## src/rtl/dmem_arb_pkg.sv

```systemverilog
`default_nettype none
// ============================================================================
// Module      : dmem_arb_pkg
// Description : Shared types and constants for the data-memory arbiter:
//               requester/owner encoding, arbiter FSM states, data width,
//               burst-counter width and grant-vector bit positions.
// Revision    : 1.0 - initial release
// ============================================================================
package dmem_arb_pkg;

    localparam int DATA_W = 32;

    // Burst counter wide enough for MAX_BURST up to 255.
    localparam int CNT_W = 8;

    // Bit positions inside the two-bit request / grant vectors.
    localparam int REQ_CPU = 0;
    localparam int REQ_DMA = 1;

    typedef enum logic [0:0] {
        OWN_CPU = 1'b0,
        OWN_DMA = 1'b1
    } owner_t;

    typedef enum logic [1:0] {
        IDLE      = 2'd0,
        CPU_OWN   = 2'd1,
        DMA_BURST = 2'd2
    } state_t;

endpackage : dmem_arb_pkg
`default_nettype wire

```

## src/rtl/dmem_arb_pick.sv

```systemverilog
`default_nettype none
// ============================================================================
// Module      : dmem_arb_pick
// Description : Combinational winner selection for the dmem arbiter.
//               Inside a DMA burst the DMA owns the port until the burst
//               counter reaches MAX_BURST; at that bound a waiting CPU wins.
//               Outside a burst a lone requester wins, and a tie goes to the
//               requester named by the fairness pointer (the top level ties
//               the pointer to OWN_CPU when round-robin is not built).
// Ports       : reqs      in  2  {dma, cpu} requests, already reset-gated
//               state     in     current arbiter FSM state
//               burst_cnt in  8  DMA grants taken in the current burst
//               pointer   in     fairness pointer (tie winner)
//               grant     out 2  one-hot {dma, cpu} grant, or zero
// Revision    : 1.0 - initial release
// ============================================================================
module dmem_arb_pick
    import dmem_arb_pkg::*;
#(
    parameter int MAX_BURST = 8
)(
    input  logic [1:0]       reqs,
    input  state_t           state,
    input  logic [CNT_W-1:0] burst_cnt,
    input  owner_t           pointer,
    output logic [1:0]       grant
);

    localparam logic [CNT_W-1:0] C_MAX_BURST = CNT_W'(MAX_BURST);

    always_comb begin
        grant = 2'b00;
        if (state == DMA_BURST) begin
            if (burst_cnt < C_MAX_BURST) begin
                // Burst in progress: the CPU is locked out entirely.
                if (reqs[REQ_DMA]) begin
                    grant[REQ_DMA] = 1'b1;
                end
            end else begin
                // Starvation bound reached: a waiting CPU takes the port.
                if (reqs[REQ_CPU]) begin
                    grant[REQ_CPU] = 1'b1;
                end else if (reqs[REQ_DMA]) begin
                    grant[REQ_DMA] = 1'b1;
                end
            end
        end else begin
            case (reqs)
                2'b01:   grant[REQ_CPU] = 1'b1;
                2'b10:   grant[REQ_DMA] = 1'b1;
                2'b11: begin
                    if (pointer == OWN_DMA) begin
                        grant[REQ_DMA] = 1'b1;
                    end else begin
                        grant[REQ_CPU] = 1'b1;
                    end
                end
                default: grant = 2'b00;
            endcase
        end
    end

endmodule : dmem_arb_pick
`default_nettype wire

```

## src/rtl/dmem_arbiter.sv

```systemverilog
`default_nettype none
// ============================================================================
// Module      : dmem_arbiter
// Description : Two-requester (CPU, DMA) arbiter for a single-port
//               synchronous data memory with one-cycle read latency. Grants
//               are combinational and mean "accepted this cycle"; read data
//               is routed back to the owner one cycle later.
//               Build option: define DMEM_ARB_RR_EN to resolve simultaneous
//               non-burst requests round-robin; otherwise the CPU wins ties.
// Ports       : clk, rst (synchronous, active-low)
//               cpu_req/we/addr/wdata in, cpu_gnt/rvalid/rdata out
//               dma_req/we/addr/wdata/lock in, dma_gnt/rvalid/rdata out
//               dmem_en/we/addr/din out, dmem_dout in
// Revision    : 1.0 - initial release
// ============================================================================
module dmem_arbiter
    import dmem_arb_pkg::*;
#(
    parameter int MAX_BURST = 8,
    parameter int ADDR_W    = 14
)(
    input  logic              clk,
    input  logic              rst,

    input  logic              cpu_req,
    input  logic [3:0]        cpu_we,
    input  logic [ADDR_W-1:0] cpu_addr,
    input  logic [DATA_W-1:0] cpu_wdata,
    output logic              cpu_gnt,
    output logic              cpu_rvalid,
    output logic [DATA_W-1:0] cpu_rdata,

    input  logic              dma_req,
    input  logic [3:0]        dma_we,
    input  logic [ADDR_W-1:0] dma_addr,
    input  logic [DATA_W-1:0] dma_wdata,
    input  logic              dma_lock,
    output logic              dma_gnt,
    output logic              dma_rvalid,
    output logic [DATA_W-1:0] dma_rdata,

    output logic              dmem_en,
    output logic [3:0]        dmem_we,
    output logic [ADDR_W-1:0] dmem_addr,
    output logic [DATA_W-1:0] dmem_din,
    input  logic [DATA_W-1:0] dmem_dout
);

    localparam logic [CNT_W-1:0] C_MAX_BURST = CNT_W'(MAX_BURST);

    state_t           r_state;
    state_t           w_state_nxt;
    logic [CNT_W-1:0] r_burst_cnt;
    logic [CNT_W-1:0] w_burst_cnt_nxt;
    logic             r_rst_done;
    logic             w_live;
    logic [1:0]       w_reqs;
    logic [1:0]       w_grant;
    owner_t           w_pointer;
    logic             w_rd_accept;
    logic             r_rsp_valid;
    owner_t           r_rsp_owner;
    logic             w_rsp_live;

    // Grants are suppressed while rst is low and for the first cycle after
    // it is released, so the port is guaranteed quiet across reset.
    assign w_live = rst & r_rst_done;
    assign w_reqs = {dma_req, cpu_req} & {2{w_live}};

    always_ff @(posedge clk) begin
        if (!rst) begin
            r_rst_done <= 1'b0;
        end else begin
            r_rst_done <= 1'b1;
        end
    end

`ifdef DMEM_ARB_RR_EN
    owner_t r_pointer;

    // Pointer names the requester that wins the next tie; it moves to the
    // other side after every grant and holds when nobody is granted.
    always_ff @(posedge clk) begin
        if (!rst) begin
            r_pointer <= OWN_CPU;
        end else if (w_grant[REQ_CPU]) begin
            r_pointer <= OWN_DMA;
        end else if (w_grant[REQ_DMA]) begin
            r_pointer <= OWN_CPU;
        end
    end

    assign w_pointer = r_pointer;
`else
    assign w_pointer = OWN_CPU;
`endif

    dmem_arb_pick #(
        .MAX_BURST (MAX_BURST)
    ) u_pick (
        .reqs      (w_reqs),
        .state     (r_state),
        .burst_cnt (r_burst_cnt),
        .pointer   (w_pointer),
        .grant     (w_grant)
    );

    // ------------------------------------------------------------------
    // FSM: state and burst counter registers
    // ------------------------------------------------------------------
    always_ff @(posedge clk) begin
        if (!rst) begin
            r_state     <= IDLE;
            r_burst_cnt <= '0;
        end else begin
            r_state     <= w_state_nxt;
            r_burst_cnt <= w_burst_cnt_nxt;
        end
    end

    // ------------------------------------------------------------------
    // FSM: next state, burst count, grants and dmem port mux
    // ------------------------------------------------------------------
    always_comb begin
        w_state_nxt     = IDLE;
        w_burst_cnt_nxt = '0;
        cpu_gnt         = w_grant[REQ_CPU];
        dma_gnt         = w_grant[REQ_DMA];
        dmem_en         = 1'b0;
        dmem_we         = 4'b0000;
        dmem_addr       = '0;
        dmem_din        = '0;

        if (w_grant[REQ_CPU]) begin
            dmem_en     = 1'b1;
            dmem_we     = cpu_we;
            dmem_addr   = cpu_addr;
            dmem_din    = cpu_wdata;
            w_state_nxt = CPU_OWN;
        end else if (w_grant[REQ_DMA]) begin
            dmem_en   = 1'b1;
            dmem_we   = dma_we;
            dmem_addr = dma_addr;
            dmem_din  = dma_wdata;
            if (dma_lock) begin
                w_state_nxt = DMA_BURST;
                // Saturate so a CPU arriving late still sees the bound.
                w_burst_cnt_nxt = (r_burst_cnt == C_MAX_BURST) ?
                                  C_MAX_BURST : r_burst_cnt + 1'b1;
            end
        end
    end

    // ------------------------------------------------------------------
    // Read-response pipeline: remember who issued the read, return the
    // memory data to that owner one cycle later.
    // ------------------------------------------------------------------
    assign w_rd_accept = dmem_en & (dmem_we == 4'b0000);

    always_ff @(posedge clk) begin
        if (!rst) begin
            r_rsp_valid <= 1'b0;
            r_rsp_owner <= OWN_CPU;
        end else begin
            r_rsp_valid <= w_rd_accept;
            r_rsp_owner <= w_grant[REQ_DMA] ? OWN_DMA : OWN_CPU;
        end
    end

    // A response in flight when reset asserts is dropped immediately.
    assign w_rsp_live = rst & r_rsp_valid;

    always_comb begin
        cpu_rvalid = w_rsp_live & (r_rsp_owner == OWN_CPU);
        dma_rvalid = w_rsp_live & (r_rsp_owner == OWN_DMA);
        cpu_rdata  = cpu_rvalid ? dmem_dout : '0;
        dma_rdata  = dma_rvalid ? dmem_dout : '0;
    end

endmodule : dmem_arbiter
`default_nettype wire

```

## config.mk

```make
export PLATFORM = sky130hd
export DESIGN_NAME = dmem_arbiter
export DESIGN_NICKNAME = d
export VERILOG_FILES = /design/src/rtl/dmem_arb_pkg.sv /design/src/rtl/dmem_arb_pick.sv /design/src/rtl/dmem_arbiter.sv
export SDC_FILE = /design/constraint.sdc
export NUM_CORES = 1
export LEC_CHECK = 0
export ABC_AREA = 0
export ABC_CLOCK_PERIOD_IN_PS = 2100
export CORE_AREA = 2 2 99 101
export CTS_BUF_LIST = sky130_fd_sc_hd__clkbuf_16
export DETAILED_ROUTE_END_ITERATION = 6
export DIE_AREA = 0 0 101 103
export GPL_TIMING_DRIVEN = 1
export PLACE_DENSITY = 0.73
export SLEW_MARGIN = 25
export SYNTH_ARGS = -nofsm -noshare
export SYNTH_HDL_FRONTEND = slang
export SYNTH_HIERARCHICAL = 1
export SYNTH_SLANG_ARGS = --single-unit
```

## constraint.sdc

```tcl
create_clock -name clk -period 2.1 [get_ports clk]
set_clock_uncertainty 0.2 [all_clocks]
set_input_delay 0.42 -clock clk [delete_from_list [all_inputs] [get_ports clk]]
set_output_delay 0.42 -clock clk [all_outputs]
set_load 0.01 [all_outputs]
```

* Word level (Yosys, flattened, before mapping)
Index checks and enable logic that the tools add are counted.
** Storage, ports and cells
- Register bits :: 13
- Input bits :: 137
- Output and inout bits :: 119
- Word-level logic and storage cells :: 52
** Operators by class
- Add/subtract/negate cells :: 1
- Magnitude comparators :: 1
- Equal/unequal tests :: 5
- Mux-type cells :: 23
- Bitwise operators :: 10
- Reduce and logical (&&, ||, !) cells :: 5
** Operators with widths (count)
- $mux 32 :: 4
- $mux 14 :: 2
- $mux 1 :: 12
- $mux 4 :: 3
- $add 8x1->8 const B :: 1
- $eq 8x4->1 const B :: 1
- $lt 8x4->1 const B :: 1
- $eq 2x2->1 const B :: 3
- $and 1x1->1 :: 5
- $reduce_or 5->1 :: 1
- $logic_not 4->1 :: 1
- $mux 2 :: 2
- $not 1->1 :: 4
- $reduce_or 4->1 :: 1
- $reduce_or 3->1 :: 1
- $and 2x2->2 :: 1
- $eq 2x1->1 const B :: 1
- $reduce_or 2->1 :: 1

* Longest topological paths before layout
Gate-level depths: netlist of run 1.
- Word-level depth :: 10
- Depth in mapped cells :: 9
- Mapped depth without buffers :: 9

* Cells and area by module
The synthesis of run 1 kept the hierarchy.
** Modules (own cells, without submodules)
- dmem_arbiter :: times used 1, cells an instance 195, area an instance 1480.2 sq um, sequential area each 260.2 sq um
- dmem_arb_pick :: times used 1, cells an instance 8, area an instance 46.3 sq um, sequential area each 0.0 sq um

* Least setup slack after synthesis of run 1
OpenSTA, ideal clock, no wires.
- Path type :: input port to output port
- From :: in cpu_req
- To :: out dmem_addr[10]
- Arrival time :: 1720 ps
- Required time :: 1480 ps
- Path slack :: -240 ps
- Stages :: 7
- Path buffers :: 2
- Cells stage by stage :: and3_1 o21ai_1 o21a_1 nor2b_1 buf_2 buf_2 a22o_1
** On the way
- Cells in the longest elaborated chain, start to end :: 6
- Elaborated cells between the ends (all ways) :: 14
- Those cells by class :: eq/ne: 3; mux: 9; bitwise: 1; reduce/logical: 1
** Ends and longest elaborated chain
- start: declaration :: RTL line dmem_arbiter.sv:25 : input logic cpu_req,
- $and 2x2->2 (*) :: RTL line dmem_arbiter.sv:68 : assign w_reqs = {dma_req, cpu_req} & {2{w_live}};
- $eq 2x2->1 / $mux 1 (equally long branches) :: RTL line dmem_arb_pick.sv:48, dmem_arb_pick.sv:41
- $mux 1 (on tied branches)
- $mux 2 (*) :: RTL line dmem_arb_pick.sv:33 : if (state == DMA_BURST) begin
- named net dma_gnt :: RTL line dmem_arbiter.sv:38 : output logic dma_gnt,
- $mux 14 (*) :: RTL line dmem_arbiter.sv:140 : end else if (w_grant[REQ_DMA]) begin
- $mux 14 (*) :: RTL line dmem_arbiter.sv:134 : if (w_grant[REQ_CPU]) begin
- end: declaration :: RTL line dmem_arbiter.sv:44 : output logic [ADDR_W-1:0] dmem_addr,
Mark *: on every way through the listed nets, which the timed path passes. The rest lies on a longest branch.

* Worst setup path after layout of run 1
- From :: reg r_burst_cnt[6]
- To :: out dmem_din[10]
** On the way
- Cells in the longest elaborated chain, start to end :: 5
- Elaborated cells between the ends (all ways) :: 6
- Those cells by class :: order compare: 1; mux: 5
** Ends and longest elaborated chain
- start: declaration :: RTL line dmem_arbiter.sv:53 : logic [CNT_W-1:0] r_burst_cnt;
- start signal: assignment :: RTL line dmem_arbiter.sv:117 : r_burst_cnt <= w_burst_cnt_nxt;
- $lt 8x4->1 (*) :: RTL line dmem_arb_pick.sv:34 : if (burst_cnt < C_MAX_BURST) begin
- $mux 1 :: RTL line dmem_arb_pick.sv:34
- $mux 2 (*) :: RTL line dmem_arb_pick.sv:33
- $mux 32 :: RTL line dmem_arbiter.sv:140
- $mux 32 (*) :: RTL line dmem_arbiter.sv:134
- end: declaration :: RTL line dmem_arbiter.sv:45 : output logic [DATA_W-1:0] dmem_din,
Every way passes the cells marked *; elsewhere a longest branch is shown, timed or not.

==> results.py, run 1 <==
metrics = {
    "grt": {
        "grt_util_met1": 0.2228,
        "grt_pass1_vias": 2674,
        "overflow": 0,
        "grt_max_degree": 30,
        "antenna_found_initial": 0,
        "use_met2": 0.3431,
        "grt_pass1_wl_um": 14720,
        "gr-usage-met3": 0.03254,
        "grt.total_usage": 0.1843,
        "grt.busiest_layer": "met2",
    },
    "timing": {
        "period_minus_slack_ns": 2.428,
        "slew_viol_final": 0,
        "rsz0062_at_grt": "true",
        "max_freq_mhz": 411.8,
        "finalSetupViolations": 55,
        "period_share": 1.156,
        "hold_viol": 0,
        "setup_slack_ns": -0.3282,
    },
    "synth": {
        "synthTopCellsByArea": "a22o_1, and2_1, dfxtp_1, clkbuf_1, nor2_1",
        "synth.most_common_cell": "and2_1",
        "netlist_area_um2": 1526,
        "yosysSeqAreaShare": 0.1705,
        "ys_seq_elements": 13,
        "synth_top_area_frac": 0.2811,
        "syn_inst": 203,
        "async_flop_share": 0,
        "synth_edf_count": 0,
        "synth_common_cells": "and2_1, a22o_1, clkbuf_1",
        "synth_area_leader_cell": "a22o_1",
        "ys_types": 31,
        "synth_flop_cell": "dfxtp_1",
        "syn_nets": 342,
        "syn_area_per_cell_um2": 7.520,
        "yosysWarnings": 6,
    },
    "placement": {
        "place_area_um2": 4363,
        "post-dp-hpwl_um": 8004,
        "io_buffers": 255,
        "place_inst": 573,
        "pre_cts_slack_ns": -1.477,
        "gp_congestion": 0.8027,
    },
    "critical_path": {
        "critPathRequiredTime_ns": 1.48,
        "startpoint_type": "register",
        "path_max_fanout": 12,
        "cpPeakStageDelay_ns": 0.33,
        "critPathSlowestCell": "dfxtp_2",
        "critPathArrivalTime_ns": 1.81,
        "crit_top_cell": "buf_6",
        "crit_chain": "nor3_4, and3_4, nor2_4, buf_6, buf_6, nor2b_4, buf_12, a22o_1, buf_2",
        "criticalPathCategory": "register to primary output",
        "worstSetupEndpointType": "primary output",
    },
    "power_and_ir_drop": {
        "power_frac_seq": 0.221,
        "combPwrFrac": 0.469,
        "powerDensity_nw_per_um2": 251.9,
        "p_int_uw": 864.8,
        "ir_drop_uv": 227.7,
        "p_sw_frac": 0.2450,
        "p_leak_uw": 0.002253,
        "p_switching_uw": 280.7,
        "power.share.clock": 0.310,
    },
    "route": {
        "route.vias.total": 2700,
        "post_drt_wl_per_cell_um": 18.00,
        "drc": 0,
        "postRouteWirelength_um": 10910,
        "ant_nets": 0,
        "vias_per_cell": 4.455,
        "firstDrtPassIters": 4,
        "initialDrtViolationCount": 32,
    },
    "clock_network": {
        "clock-sinks": 13,
        "htree_levels": 1,
        "cts.clk_slew.worst_paths_ns": 0.04,
        "cts_made_buffers": 3,
        "clock_latency_ns": 0.24,
        "ctsRootBufferMaster": "clkbuf_16",
        "clk_path_buf_depth": 2,
        "cts_tree": "yes",
    },
    "floorplan": {
        "core_um2": 9459,
        "core.rowCount": 36,
        "io-pin-count": 256,
        "dieArea_um2": 10400,
        "start_util": 0.1614,
        "fp.dieH_um": 103,
        "die_width_um": 101,
    },
    "run_status": {
        "status": "finished with violations",
        "violations": "setup timing",
    },
    "final_layout": {
        "layout.nets": 632,
        "layout.cells.non_filler": 606,
        "design_area_um2": 4548,
        "layout-drive-gt1-share": 0.3354,
        "num-fill-cells": 919,
        "diodes": 0,
        "area_delta_synth_final_pct": 198.0,
    },
    "hold_path": {
        "hp-class": "register to register",
    },
    "flow_run": {
        "maxCapViolations": 0,
    },
}
metal layers:
metal	up-vias	share of wire
met5	-	0
met4	0	0.014
met3	13	0.078
met2	161	0.51
met1	1220	0.40
li1	1306	-
area by class of cell:
type / count / area (µm²) / share of cell area
Clock buffer: 3 / 75.07 / 0.01651
Clock inverter: 1 / 3.754 / 0.0008253
Inverter: 6 / 22.52 / 0.004952
Multi-Input combinational cell: 170 / 1328 / 0.2919
Sequential cell: 13 / 267.8 / 0.05887
Tap cell: 114 / 142.6 / 0.03136
Timing Repair Buffer: 299 / 2709 / 0.5956
power groups by stage:
stage               sequential, µW  clock, µW  combinational, µW
floorplan                      256          0                115
global placement               256          0                501
detailed placement             256          0                505
CTS                            253        356                539
global route                   253        377                568
finish                         253        355                538
placed cells by master, fill, tap and decap left out, drive strengths merged, types with 4 or more instances in the layout:
| cell type | netlist | final |
|---|---|---|
| inv | 6 | 7 |
| nor2 | 8 | 8 |
| nand2 | 5 | 5 |
| nor2b | 2 | 5 |
| clkbuf | 15 | 4 |
| clkdlybuf4s50 | 0 | 133 |
| o21ai | 5 | 5 |
| nand3 | 4 | 4 |
| and3 | 4 | 4 |
| buf | 2 | 126 |
| dfxtp | 13 | 13 |
| dlygate4sd2 | 0 | 36 |
| a22o | 49 | 49 |
| and2 | 66 | 66 |
final timing paths:
check	startpoint	endpoint	slack, ns	cells past startpoint
worst max-delay path	r_burst_cnt[6]	dmem_din[10]	-0.33	9
worst min-delay path	r_burst_cnt[0]	r_burst_cnt[0]	0.31	1
worst max register to register	r_burst_cnt[6]	r_rsp_valid	-0.01	8
worst min register to register	r_burst_cnt[0]	r_burst_cnt[0]	0.31	1
flip-flops by register name (all words and copies together), names as in the netlist:
register / count
r_state: 2
r_rsp_valid: 1
r_rst_done: 1
r_rsp_owner: 1
r_burst_cnt: 8
what timing repair did:
item | CTS | global route
endpoints found under the setup margin | 129 | 71
cloned | 9 | 1
resized for setup | 425 | 8
pin swaps | 15 | 16
setup buffers | 19 | 4
endpoints found under the hold margin | 0 | 0
hold buffers | 0 | 0
worst max-delay path: cells and delay by family, from the launching register on:
family	cells	cell delay, ns
AO/OA/AOI/OAI	1	0.13
flip-flops	1	0.33
AND/OR/NAND/NOR	4	0.58
buffers and inverters	4	0.52
metrics by stage:
| step | utilization | hold WS [ns] | power, µW | setup TNS (ns) |
|---|---|---|---|---|
| 5_1_grt | 0.4808 | 0.3294 | 1198 | -19.25 |
| 3_5_place_dp | 0.4612 | 0.2830 | 761.7 | -121.76 |
| 2_1_floorplan | - | 0.2477 | 370.5 | -0.02724 |
| 4_1_cts | 0.4782 | 0.3092 | 1148 | -15.39 |
| 6_report | 0.4808 | 0.3148 | 1145 | -15.24 |
| 3_3_place_gp | 0.4612 | 0.2742 | 756.9 | -117.99 |
cells by family (layout without fill, tap and decap cells):
family,count (synthesis),count (layout),synth area share
flops,13,13,0.1705
xor+xnor,3,3,0.01722
fa+ha+maj,2,2,0.01639
compound gates,60,60,0.3352
simple gates,101,104,0.4000
buf+inv,23,309,0.05819
other cells,1,1,0.002457
(Power assumes the default switching activity.)
==> run 2: changes to the inputs <==
--- a/config.mk
+++ b/config.mk
@@ -7,12 +7,14 @@
 export LEC_CHECK = 0
 export ABC_AREA = 0
 export ABC_CLOCK_PERIOD_IN_PS = 2100
-export CORE_AREA = 2 2 99 101
+export CELL_PAD_IN_SITES_DETAIL_PLACEMENT = 1
+export CELL_PAD_IN_SITES_GLOBAL_PLACEMENT = 2
+export CORE_MARGIN = 2
+export CORE_UTILIZATION = 10
 export CTS_BUF_LIST = sky130_fd_sc_hd__clkbuf_16
 export DETAILED_ROUTE_END_ITERATION = 6
-export DIE_AREA = 0 0 101 103
 export GPL_TIMING_DRIVEN = 1
-export PLACE_DENSITY = 0.73
+export PLACE_DENSITY = 0.95
 export SLEW_MARGIN = 25
 export SYNTH_ARGS = -nofsm -noshare
 export SYNTH_HDL_FRONTEND = slang
==> run 2 against run 1 <==
Effect of this change:
- clock-buffer cell count unchanged
- core utilization decreased by 16 points
- design area increased by 4.5%
- routed wire length increased by 13%
- cell count increased by 12%
- setup slack got worse by 0.071 ns
- maximum frequency decreased by 2.8%
- critical path depth unchanged
- sequential power about the same
- register-to-register slack about the same
- via count increased by 2.9%
- power increased by 1.0%
- the flow still finishes with violations (setup timing)
==> results.py, run 2 (synthesized netlist as in run 1, its figures left out) <==
metrics = {
    "floorplan": {
        "io-pin-count": 256,
        "die_width_um": 127.6,
        "fp.dieH_um": 127.6,
        "core.rowCount": 45,
        "start_util": 0.1015,
        "dieArea_um2": 16270,
        "core_um2": 15030,
    },
    "clock_network": {
        "htree_levels": 1,
        "clock-sinks": 13,
        "clk_path_buf_depth": 2,
        "cts_tree": "yes",
        "cts.clk_slew.worst_paths_ns": 0.05,
        "ctsRootBufferMaster": "clkbuf_16",
        "cts_made_buffers": 3,
        "clock_latency_ns": 0.25,
    },
    "timing": {
        "finalSetupViolations": 54,
        "slew_viol_final": 0,
        "timing.hold.ws_ns": 0.2996,
        "hold_viol": 0,
        "setup_slack_ns": -0.3990,
        "max_freq_mhz": 400.2,
        "period_minus_slack_ns": 2.499,
        "timing.setup.tns_ns": -17.17,
        "rsz0062_at_grt": "true",
        "period_share": 1.190,
    },
    "critical_path": {
        "startpoint_type": "register",
        "path_max_fanout": 13,
        "critPathArrivalTime_ns": 1.88,
        "crit_family": "simple AND/OR/NAND/NOR gates",
        "critPathSlowestCell": "dfxtp_2",
        "crit_top_cell": "buf_12",
        "critPathRequiredTime_ns": 1.48,
        "path_buf_inv": 4,
        "crit_chain": "nor3_2, and3_4, nor2_4, buf_12, buf_6, nor2b_4, buf_12, a22o_1, buf_2",
        "criticalPathCategory": "register to primary output",
        "worstSetupEndpointType": "primary output",
        "cpPeakStageDelay_ns": 0.32,
    },
    "route": {
        "route.vias.total": 2778,
        "initialDrtViolationCount": 52,
        "vias_per_cell": 4.085,
        "firstDrtPassIters": 3,
        "post_drt_wl_per_cell_um": 18.18,
        "postRouteWirelength_um": 12360,
        "ant_nets": 0,
        "drc": 0,
    },
    "grt": {
        "grt_pass1_vias": 3088,
        "grt_pass1_wl_um": 17530,
        "grt_max_degree": 29,
        "grt.total_usage": 0.1395,
        "overflow": 0,
        "antenna_found_initial": 0,
    },
    "run_status": {
        "violations": "setup timing",
        "status": "finished with violations",
    },
    "final_layout": {
        "largest_register": "r_burst_cnt",
        "reg.largest.list": "r_burst_cnt (8), r_state (2)",
        "largest_register_ff_count": 8,
        "num-fill-cells": 1798,
        "multi_input_area_um2": 1339,
        "layout-drive-gt1-share": 0.3252,
        "area_delta_synth_final_pct": 211.4,
        "fin_util": 0.3162,
        "regArea_um2": 266.5,
        "layout_commonest_cell": "clkdlybuf4s50_1",
        "diodes": 0,
        "layout.nets": 632,
        "final_cell_mix": "clkdlybuf4s50_1, and2_1, buf_2, a22o_1, dlygate4sd2_1",
    },
    "power_and_ir_drop": {
        "finalPower_uw": 1157,
        "powerDensity_nw_per_um2": 243.4,
        "p_leak_uw": 0.002285,
        "ir_drop_uv": 191.7,
    },
    "hold_path": {
        "hp-class": "register to register",
    },
    "flow_run": {
        "maxCapViolations": 0,
    },
    "placement": {
        "post-dp-hpwl_um": 9013,
        "gp_congestion": 0.7553,
        "io_buffers": 255,
    },
}
==> run 2: cell count changes in the layout (fill, tap and decap cells not counted), sizes merged <==
cell,previous run,this run
bufbuf,2,1
clkdlybuf4s15,1,3
dlygate4sd2,36,49
buf,126,112
==> run 2: per-stage QoR <==
| step | cells | setup WS, ns | area (µm²) |
|---|---|---|---|
| after floorplan | 203 | -0.01362 | 1598 |
| after global placement | 645 | -1.430 | 4443 |
| after detailed placement | 645 | -1.522 | 4443 |
| after CTS | 678 | -0.3815 | 4747 |
| after global routing | 680 | -0.4342 | 4753 |
| final | 680 | -0.3990 | 4753 |
==> run 2: path summary, 6_finish.rpt <==
kind / from / endpoint / slack, ns / cells after the start
setup / recovery: r_burst_cnt[6] / dmem_din[8] / -0.40 / 9
hold / removal: r_burst_cnt[0] / r_burst_cnt[0] / 0.30 / 1
setup reg to reg: r_burst_cnt[6] / r_rsp_valid / -0.01 / 8
hold reg to reg: r_burst_cnt[0] / r_burst_cnt[0] / 0.30 / 1
==> run 2: area by class of cell <==
cell class                      count  area share
Timing Repair Buffer              299      0.5915
Multi-Input combinational cell    170      0.2817
Sequential cell                    13     0.05607
Tap cell                          188     0.04949
Clock buffer                        3     0.01579
Inverter                            6    0.004738
Clock inverter                      1   0.0007897
==> run 2: timing repair <==
item | 4_1_cts | 5_1_grt
hold buffers | 0 | 0
resized for setup | 391 | 19
pin swaps | 17 | 12
cloned | 8 | 0
buffers inserted | 21 | 5
setup endpoints to repair | 129 | 76
==> run 2: routing by layer <==
layer	vias to the layer above	wire, µm	global-route usage
li1	1305	-	-
met3	16	731	0.02554
met5	-	0	0
met4	0	196	0.02780
met1	1312	4733	0.1555
met2	145	6699	0.2737
==> run 2: report_power, final <==
part	internal [µW]	switching (µW)	total, µW
clock	252	114	366
combinational	360	178	538
sequential	250	2.48	253
total	862	295	1160
==> run 3: changes to the inputs <==
--- a/config.mk
+++ b/config.mk
@@ -14,6 +14,7 @@
 export CTS_BUF_LIST = sky130_fd_sc_hd__clkbuf_16
 export DETAILED_ROUTE_END_ITERATION = 6
 export GPL_TIMING_DRIVEN = 1
+export HOLD_SLACK_MARGIN = 0.03
 export PLACE_DENSITY = 0.95
 export SLEW_MARGIN = 25
 export SYNTH_ARGS = -nofsm -noshare
==> results of run 3 <==
Final layout, timing and power as in run 2 (identical DEF).
